==> config.mk <==
export PLATFORM = sky130hd
export DESIGN_NAME = wb_port_arbiter
export DESIGN_NICKNAME = d
export VERILOG_FILES = /design/src/rtl/wb_port_arbiter_pkg.sv /design/src/rtl/wb_port_arbiter_fifo.sv /design/src/rtl/wb_port_arbiter.sv
export SDC_FILE = /design/constraint.sdc
export NUM_CORES = 1
export LEC_CHECK = 0
export BUFFER_PORTS_ARGS = -buffer_cell sky130_fd_sc_hd__buf_2
export CAP_MARGIN = 0
export CORE_MARGIN = 2
export CORE_UTILIZATION = 55
export CTS_CLUSTER_DIAMETER = 40
export CTS_CLUSTER_SIZE = 14
export DETAILED_ROUTE_END_ITERATION = 10
export PLACE_DENSITY = 0.83
export SYNTH_ARGS = -nofsm -noshare
export SYNTH_HDL_FRONTEND = slang
export SYNTH_SLANG_ARGS = --single-unit
==> constraint.sdc <==
create_clock -name clk -period 9.28 [get_ports clk]
set_input_delay 1.856 -clock clk [delete_from_list [all_inputs] [get_ports clk]]
set_output_delay 1.856 -clock clk [all_outputs]
set_load 0.005 [all_outputs]
==> src/rtl/wb_port_arbiter_pkg.sv <==
// wb_port_arbiter_pkg: shared write-back request type and arbiter defaults
package wb_port_arbiter_pkg;

   typedef struct packed {
      logic [4:0]  rd;
      logic [31:0] data;
   } wb_req_t;

   localparam int WB_STARVE_LIMIT_DEFAULT = 3;

endpackage

==> src/rtl/wb_port_arbiter_fifo.sv <==
// wb_fifo: small synchronous FIFO of write-back requests (power-of-two depth)
module wb_fifo
   import wb_port_arbiter_pkg::*;
#(
   parameter int DEPTH = 2
) (
   input  logic                       clk,
   input  logic                       rst_n,
   input  logic                       push,
   input  wb_req_t                    din,
   input  logic                       pop,
   output wb_req_t                    dout,
   output logic                       full,
   output logic                       empty,
   output logic [$clog2(DEPTH+1)-1:0] count
);

   localparam int AW = $clog2(DEPTH);
   localparam int CW = $clog2(DEPTH+1);

   wb_req_t       mem [DEPTH];
   logic [AW-1:0] wr_ptr, rd_ptr;
   logic          do_push, do_pop;

   assign full    = count == CW'(DEPTH);
   assign empty   = count == '0;
   assign do_push = push && !full;
   assign do_pop  = pop && !empty;
   assign dout    = mem[rd_ptr];

   // storage is only written on push; contents after reset are don't-care
   always_ff @(posedge clk)
      if (do_push) mem[wr_ptr] <= din;

   // pointers wrap naturally at the power-of-two depth; count tracks occupancy
   always_ff @(posedge clk)
      if (!rst_n) begin
         wr_ptr <= '0;
         rd_ptr <= '0;
         count  <= '0;
      end else begin
         if (do_push) wr_ptr <= wr_ptr + 1'b1;
         if (do_pop) rd_ptr <= rd_ptr + 1'b1;
         count <= count + CW'(do_push) - CW'(do_pop);
      end

endmodule

==> src/rtl/wb_port_arbiter.sv <==
// wb_port_arbiter: shares the register-file write port between execute and load results (WB_ARB_FWD_EN adds forwarding outputs)
module wb_port_arbiter
   import wb_port_arbiter_pkg::*;
#(
   parameter int FIFO_DEPTH   = 2,
   parameter int STARVE_LIMIT = WB_STARVE_LIMIT_DEFAULT
) (
   input  logic        clk,
   input  logic        rst_n,
   input  logic        ex_valid,
   input  logic [4:0]  ex_rd,
   input  logic [31:0] ex_data,
   output logic        ex_ready,
   input  logic        ld_valid,
   input  logic [4:0]  ld_rd,
   input  logic [31:0] ld_data,
   input  logic [31:0] ld_mask,
   output logic        ld_ready,
   output logic        rf_we,
   output logic [4:0]  rf_waddr,
   output logic [31:0] rf_wdata,
   output logic        ld_pending
`ifdef WB_ARB_FWD_EN
   ,
   output logic        fwd_valid,
   output logic [4:0]  fwd_rd,
   output logic [31:0] fwd_data
`endif
);

   localparam int CW = $clog2(FIFO_DEPTH+1);
   localparam int SW = $clog2(STARVE_LIMIT+1);
   localparam logic [SW-1:0] LIMIT = SW'(STARVE_LIMIT);

   wb_req_t       head, push_req, win_req;
   logic [CW-1:0] count;
   logic [SW-1:0] starve_cnt;
   logic          full, empty, push, ex_req, ld_cand, ex_win, ld_win, out_is_ld;

   assign push_req = wb_req_t'{rd: ld_rd, data: ld_data & ld_mask};
   assign push     = rst_n && ld_valid && !full && ld_rd != 5'd0;

   wb_fifo #(.DEPTH(FIFO_DEPTH)) u_fifo (
      .clk   (clk),
      .rst_n (rst_n),
      .push  (push),
      .din   (push_req),
      .pop   (ld_win),
      .dout  (head),
      .full  (full),
      .empty (empty),
      .count (count)
   );

   assign ex_req   = rst_n && ex_valid && ex_rd != 5'd0;
   assign ld_cand  = rst_n && !empty;
   assign ex_win   = ex_req && (!ld_cand || starve_cnt == LIMIT);
   assign ld_win   = ld_cand && !ex_win;
   assign win_req  = ex_win ? wb_req_t'{rd: ex_rd, data: ex_data} : head;
   assign ex_ready = rst_n && ex_valid && (ex_rd == 5'd0 || ex_win);
   assign ld_ready = count != CW'(FIFO_DEPTH);
   assign ld_pending = !empty || (rf_we && out_is_ld);

`ifdef WB_ARB_FWD_EN
   assign fwd_valid = ex_win || ld_win;
   assign fwd_rd    = win_req.rd;
   assign fwd_data  = win_req.data;
`endif

   // count cycles an execute request loses to the FIFO; a zero-rd execute leaves it alone
   always_ff @(posedge clk)
      if (!rst_n) starve_cnt <= '0;
      else if (!ex_valid || ex_win) starve_cnt <= '0;
      else if (ex_req && starve_cnt != LIMIT) starve_cnt <= starve_cnt + 1'b1;

   // register the winning write; address and data hold when nothing wins
   always_ff @(posedge clk)
      if (!rst_n) begin
         rf_we     <= 1'b0;
         rf_waddr  <= '0;
         rf_wdata  <= '0;
         out_is_ld <= 1'b0;
      end else begin
         rf_we     <= ex_win || ld_win;
         out_is_ld <= ld_win;
         if (ex_win || ld_win) begin
            rf_waddr <= win_req.rd;
            rf_wdata <= win_req.data;
         end
      end

endmodule

# Word-level counts from Yosys, hierarchy flattened
# Memory sizes are Yosys's and may differ from the RTL's. A register that Yosys moved wholly into a read port is not among the register bits.
# Cells that the tools add are included.
# op_classes
add_sub_neg,5
eq_ne,4
n_mux,5
bitwise,2
n_reduce_logical,28
# op_table
cell,count
$mux W37,1
$and A32 B32 Y32,1
$logic_and A1 B1 Y1,13
$reduce_bool A5 Y1,2
$logic_not A1 Y1,5
$logic_not A5 Y1,1
$logic_or A1 B1 Y1,5
$eq A2 B2 Y1 const B,2
$mux W1,4
$ne A2 B2 Y1 const B,2
$add A1 B1 Y1 const B,2
$add A2 B1 Y2,1
$add A2 B1 Y2 const B,1
$logic_not A2 Y1,1
$reduce_or A2 Y1,1
$sub A2 B1 Y2,1
$not A1 Y1,1
# totals
reg_bits,45
mem_bits_rw,74
in_bits,110
out_inout_bits,41
wordCells,53
n_memories,1
# mem_list
memory,depth,width,read_ports,rd_clocked_by_memory_dff,wr,line_no,rtl
u_fifo.mem,2,37,1,1,1,wb_port_arbiter_fifo.sv:21,wb_req_t mem [DEPTH];

# Logic depth before layout (Yosys ltp)
# depth
ltp_word,11
ltp_mapped,12
depth_no_buf,10

# Modules after synthesis
# From an unflattened synthesis, not the netlist that was laid out.
# hier_totals
hier_cells,409
area_unflattened_um2,5086.1
# by_module_without_submodules
mod,instances,cells_each,area_per_inst_um2,seq_area_each_um2
wb_fifo,1,140,3057.9,2322.2
wb_port_arbiter,1,269,2028.2,820.8

# Least setup slack after synthesis
# OpenSTA, ideal clock, no wires.
# synth_timing
kind,input to output
startpoint,input port ex_rd[2]
endpoint,output port ex_ready
t_arrival_ps,2953
t_required_ps,7424
slack_ps,4471
cell_stages,4
path_buffers,1
cell_sequence,or4_4 > buf_6 > or2_2 > a21oi_1
# synth_between
elab_chain_cells,5
word_cells_on_any_way,6
cone_classes,reduce/logical (6)
# synth_rtl
element,line_no,rtl
from (decl),wb_port_arbiter.sv:11,"input logic [4:0] ex_rd,"
$reduce_bool A5 Y1,wb_port_arbiter.sv:55,assign ex_req = rst_n && ex_valid && ex_rd != 5'd0;
$logic_and A1 B1 Y1,wb_port_arbiter.sv:55,
$logic_and A1 B1 Y1,wb_port_arbiter.sv:57,assign ex_win = ex_req && (!ld_cand || starve_cnt == LIMIT);
$logic_or A1 B1 Y1 (*),wb_port_arbiter.sv:60,assign ex_ready = rst_n && ex_valid && (ex_rd == 5'd0 || ex_win);
$logic_and A1 B1 Y1 (*),wb_port_arbiter.sv:60,
to (decl),wb_port_arbiter.sv:13,"output logic ex_ready,"
# Mark *: on every way between the ends. The rest lies on a longest branch, timed or not.

# Worst setup path after layout
# Ends and elaborated chain as after synthesis.

==> run metrics <==
type of the tightest min-delay check reg2reg; detailed router's first-iteration violation count 146; sequential cell area 3144 sq um; effective utilization at floorplan 0.5606; antenna violations before repair 0; CP Capture Type output pin; Post-Synth XOR/XNOR Area 0.003636; Avg WL per Cell 16.60 microns; headroom to the max-slew limit 0.1763; crit path kind in2out; Cell Int Power 1.268 mW; largest family of logic cells by synthesized area compound AO/OA/AOI/OAI gates; multi-input combinational cell area 1545 sq um; area added between synthesis and finish 28.91%; number of unique standard cell types used by synthesis 39; total leakage power 2.532 nW; switching share of total power 0.2835; last weighted congestion value of the routability-driven placer 0.7715; Filler Cells Inserted 594; part of the Yosys area used for sequential elements 0.6525; Synth area leaders sky130_fd_sc_hd__edfxtp_1, sky130_fd_sc_hd__dfxtp_1, sky130_fd_sc_hd__mux2i_1; vias in the first global route 3445; wire length of the first global-routing pass 16280 microns; number of slew-limit violations in the final report 0; complex-gate fraction of the synthesized area 0.1265; dominant register cell in the synthesized netlist sky130_fd_sc_hd__edfxtp_1; DIE AREA 9523 sq um; Post-Route Utilization 0.7226; number of remaining DRC errors 0; Root Buffer sky130_fd_sc_hd__clkbuf_8; final hold violations 0; final worst path period share 0.5445; cell taking the most area after synthesis sky130_fd_sc_hd__edfxtp_1; data arrival at the endpoint of the critical path 3.20 ns; share of synthesized cell area in full adder, half adder and majority cells 0.007792; 1st-pass router iterations 4; CTS tree yes; number of I/O port buffers 150; FFs w/ async S/R, synth 0; share of cells above drive strength 1 0.4055; HPWL after detailed placement 6600 microns; number of flops mapped to enable cells by yosys 74; # hold bufs at CTS 0; Power per Cell Area 285.0 nW/um^2; Tightest Pin Transition 1.231 ns; netlist area before placement 4817 sq um; Post-Syn Instances 342; Post-Synth Simple-Gate Area 0.09766; Warnings, synthesis 0; deepest clock path buffer count 2; DR top layer met4; most numerous cell in the Yosys netlist sky130_fd_sc_hd__edfxtp_1; result of the run complete, no violations; final global-route overflow total 0; Achievable Freq 197.9 MHz; Std-Cell Core Area 8593 sq um; number of buffers added by the clock tree synthesis step 17; maximum number of pins on one net before global-route repair 39; Total Routed Length 10220 microns; worst vdd rail ir drop 0.1704 mV; post-route antenna net violation count 0; setup skew after layout 0.008224 ns; met2 routed wirelength 5386 microns; Max Cap Viol 0; fraction of power consumed by sequential logic 0.411; critical-path maximum fanout 7; n_diodes 0; cell types with the highest counts after synthesis sky130_fd_sc_hd__edfxtp_1, sky130_fd_sc_hd__dfxtp_1, sky130_fd_sc_hd__mux2i_1; RSZ-0062 raised after global routing false; Die X-Extent 97.59 microns; fraction of synthesized area in multiplexers 0.08338; # clock sinks 120; post-route setup TNS 0 ns; post-layout minimum cycle time 5.053 ns; crit start category input pin; DR WL met3 608 microns; insertion delay to the later sink of the worst-skew pair 0.51 ns; post-route met1 wirelength 4029 microns; area share of the largest cell type after synthesis 0.4613; clock-pin slew of the registers on the worst-case setup and hold paths 0.06 ns; net switching power 0.5018 mW; vias 3329; # IOs 151; flip-flop and latch count after synthesis 120; synthesized netlist net count 455; total number of placement rows 34; Post-layout nets 608; htree depth 4; average size of a mapped cell 14.09 sq um; quantity of gates resized following cts 0; clock group share of total power 0.369; All-Layer GR Usage 0.2213; post-CTS repair timing setup buffer count 0; average via count per standard cell 5.404; die height 97.59 microns; setup-violating endpoint count in the final report 0; combinational share of power 0.220; data required time at the worst endpoint 7.42 ns
[power by group through the flow]
stage | Combinational (mW) | Clock (mW) | Sequential, mW
4_1_cts | 0.393 | 0.661 | 0.727
3_3_place_gp | 0.373 | 0 | 0.730
5_1_grt | 0.428 | 0.684 | 0.739
6_report | 0.390 | 0.653 | 0.727
2_1_floorplan | 0.261 | 0 | 0.720
3_5_place_dp | 0.389 | 0 | 0.736
[kinds of logic after synthesis]
group | count (synthesis)
multiplexers | 40
AO/OA/AOI/OAI | 74
flip-flops | 120
adder cells (fa/ha/maj) | 3
XOR/XNOR | 2
AND/OR/NAND/NOR | 80
buffers and inverters | 23
[cells in the final DEF, fill, tap and decap left out, drive strengths merged]
master / n
nor2: 4
a22oi: 24
ha: 3
a32o: 13
clkbuf: 18
clkinvlp: 2
o211ai: 1
clkinv: 6
nand2: 18
or2: 1
dfxtp: 46
or2b: 10
o21bai: 1
xnor2: 2
mux2i: 39
nor2b: 2
edfxtp: 74
buf: 152
mux2: 1
or4b: 2
and2: 36
o2111a: 1
inv: 8
a21oi: 2
o221ai: 1
or4: 2
nand2b: 4
nand3: 1
o21ba: 1
o21a: 1
bufinv: 3
o211a: 1
a21boi: 1
o21ai: 27
[critical path: stages]
cell	delay, ns
sky130_fd_sc_hd__buf_2	0.11
sky130_fd_sc_hd__or4_4	0.61
sky130_fd_sc_hd__or2_2	0.34
sky130_fd_sc_hd__a21oi_1	0.14
sky130_fd_sc_hd__buf_2	0.13
[registers in the layout (all words and copies together) (netlist names), named ones only]
register / flops
rf_we: 1
u_fifo.mem: 74
rf_wdata: 32
u_fifo.rd_ptr: 1
rf_waddr: 5
u_fifo.wr_ptr: 1
starve_cnt: 2
u_fifo.count: 2
out_is_ld: 1
[routing by layer]
metal	up-vias	global-route usage
li1	1589	-
met1	1598	0.2551
met2	125	0.3899
met3	17	0.05180
met4	0	0.1015
met5	-	0
[per-stage QoR]
step | power, mW | std cells | worst slack, ns | instance area [sq um] | hold WS, ns
finish | 1.770 | 616 | 4.227 | 6210 | 0.4644
global route | 1.850 | 616 | 4.148 | 6210 | 0.4781
CTS | 1.781 | 616 | 4.228 | 6210 | 0.4669
detailed placement | 1.124 | 584 | 4.234 | 5609 | 0.4535
global placement | 1.103 | 584 | 4.302 | 5609 | 0.4359
floorplan | 0.9809 | 342 | 4.471 | 4817 | 0.4330
[layout make-up]
cell class / count / share of cell area
timing repair buffer: 152 / 0.1233
clock inverter: 14 / 0.02781
multi-input combinational: 199 / 0.2488
clock buffer: 18 / 0.06891
tap: 108 / 0.02176
sequential: 120 / 0.5063
inverter: 5 / 0.003022
[path summary, 6_finish.rpt]
kind / startpoint / endpoint / slack (ns) / cells after the start
min reg2reg: rf_wdata[28] / rf_wdata[28] / 0.46 / 1
max reg2reg: u_fifo.count[1] / rf_waddr[1] / 6.94 / 4
min: rf_wdata[28] / rf_wdata[28] / 0.46 / 1
max: ex_rd[2] / ex_ready / 4.23 / 5
Note: power is estimated with default switching activity, not from simulation.
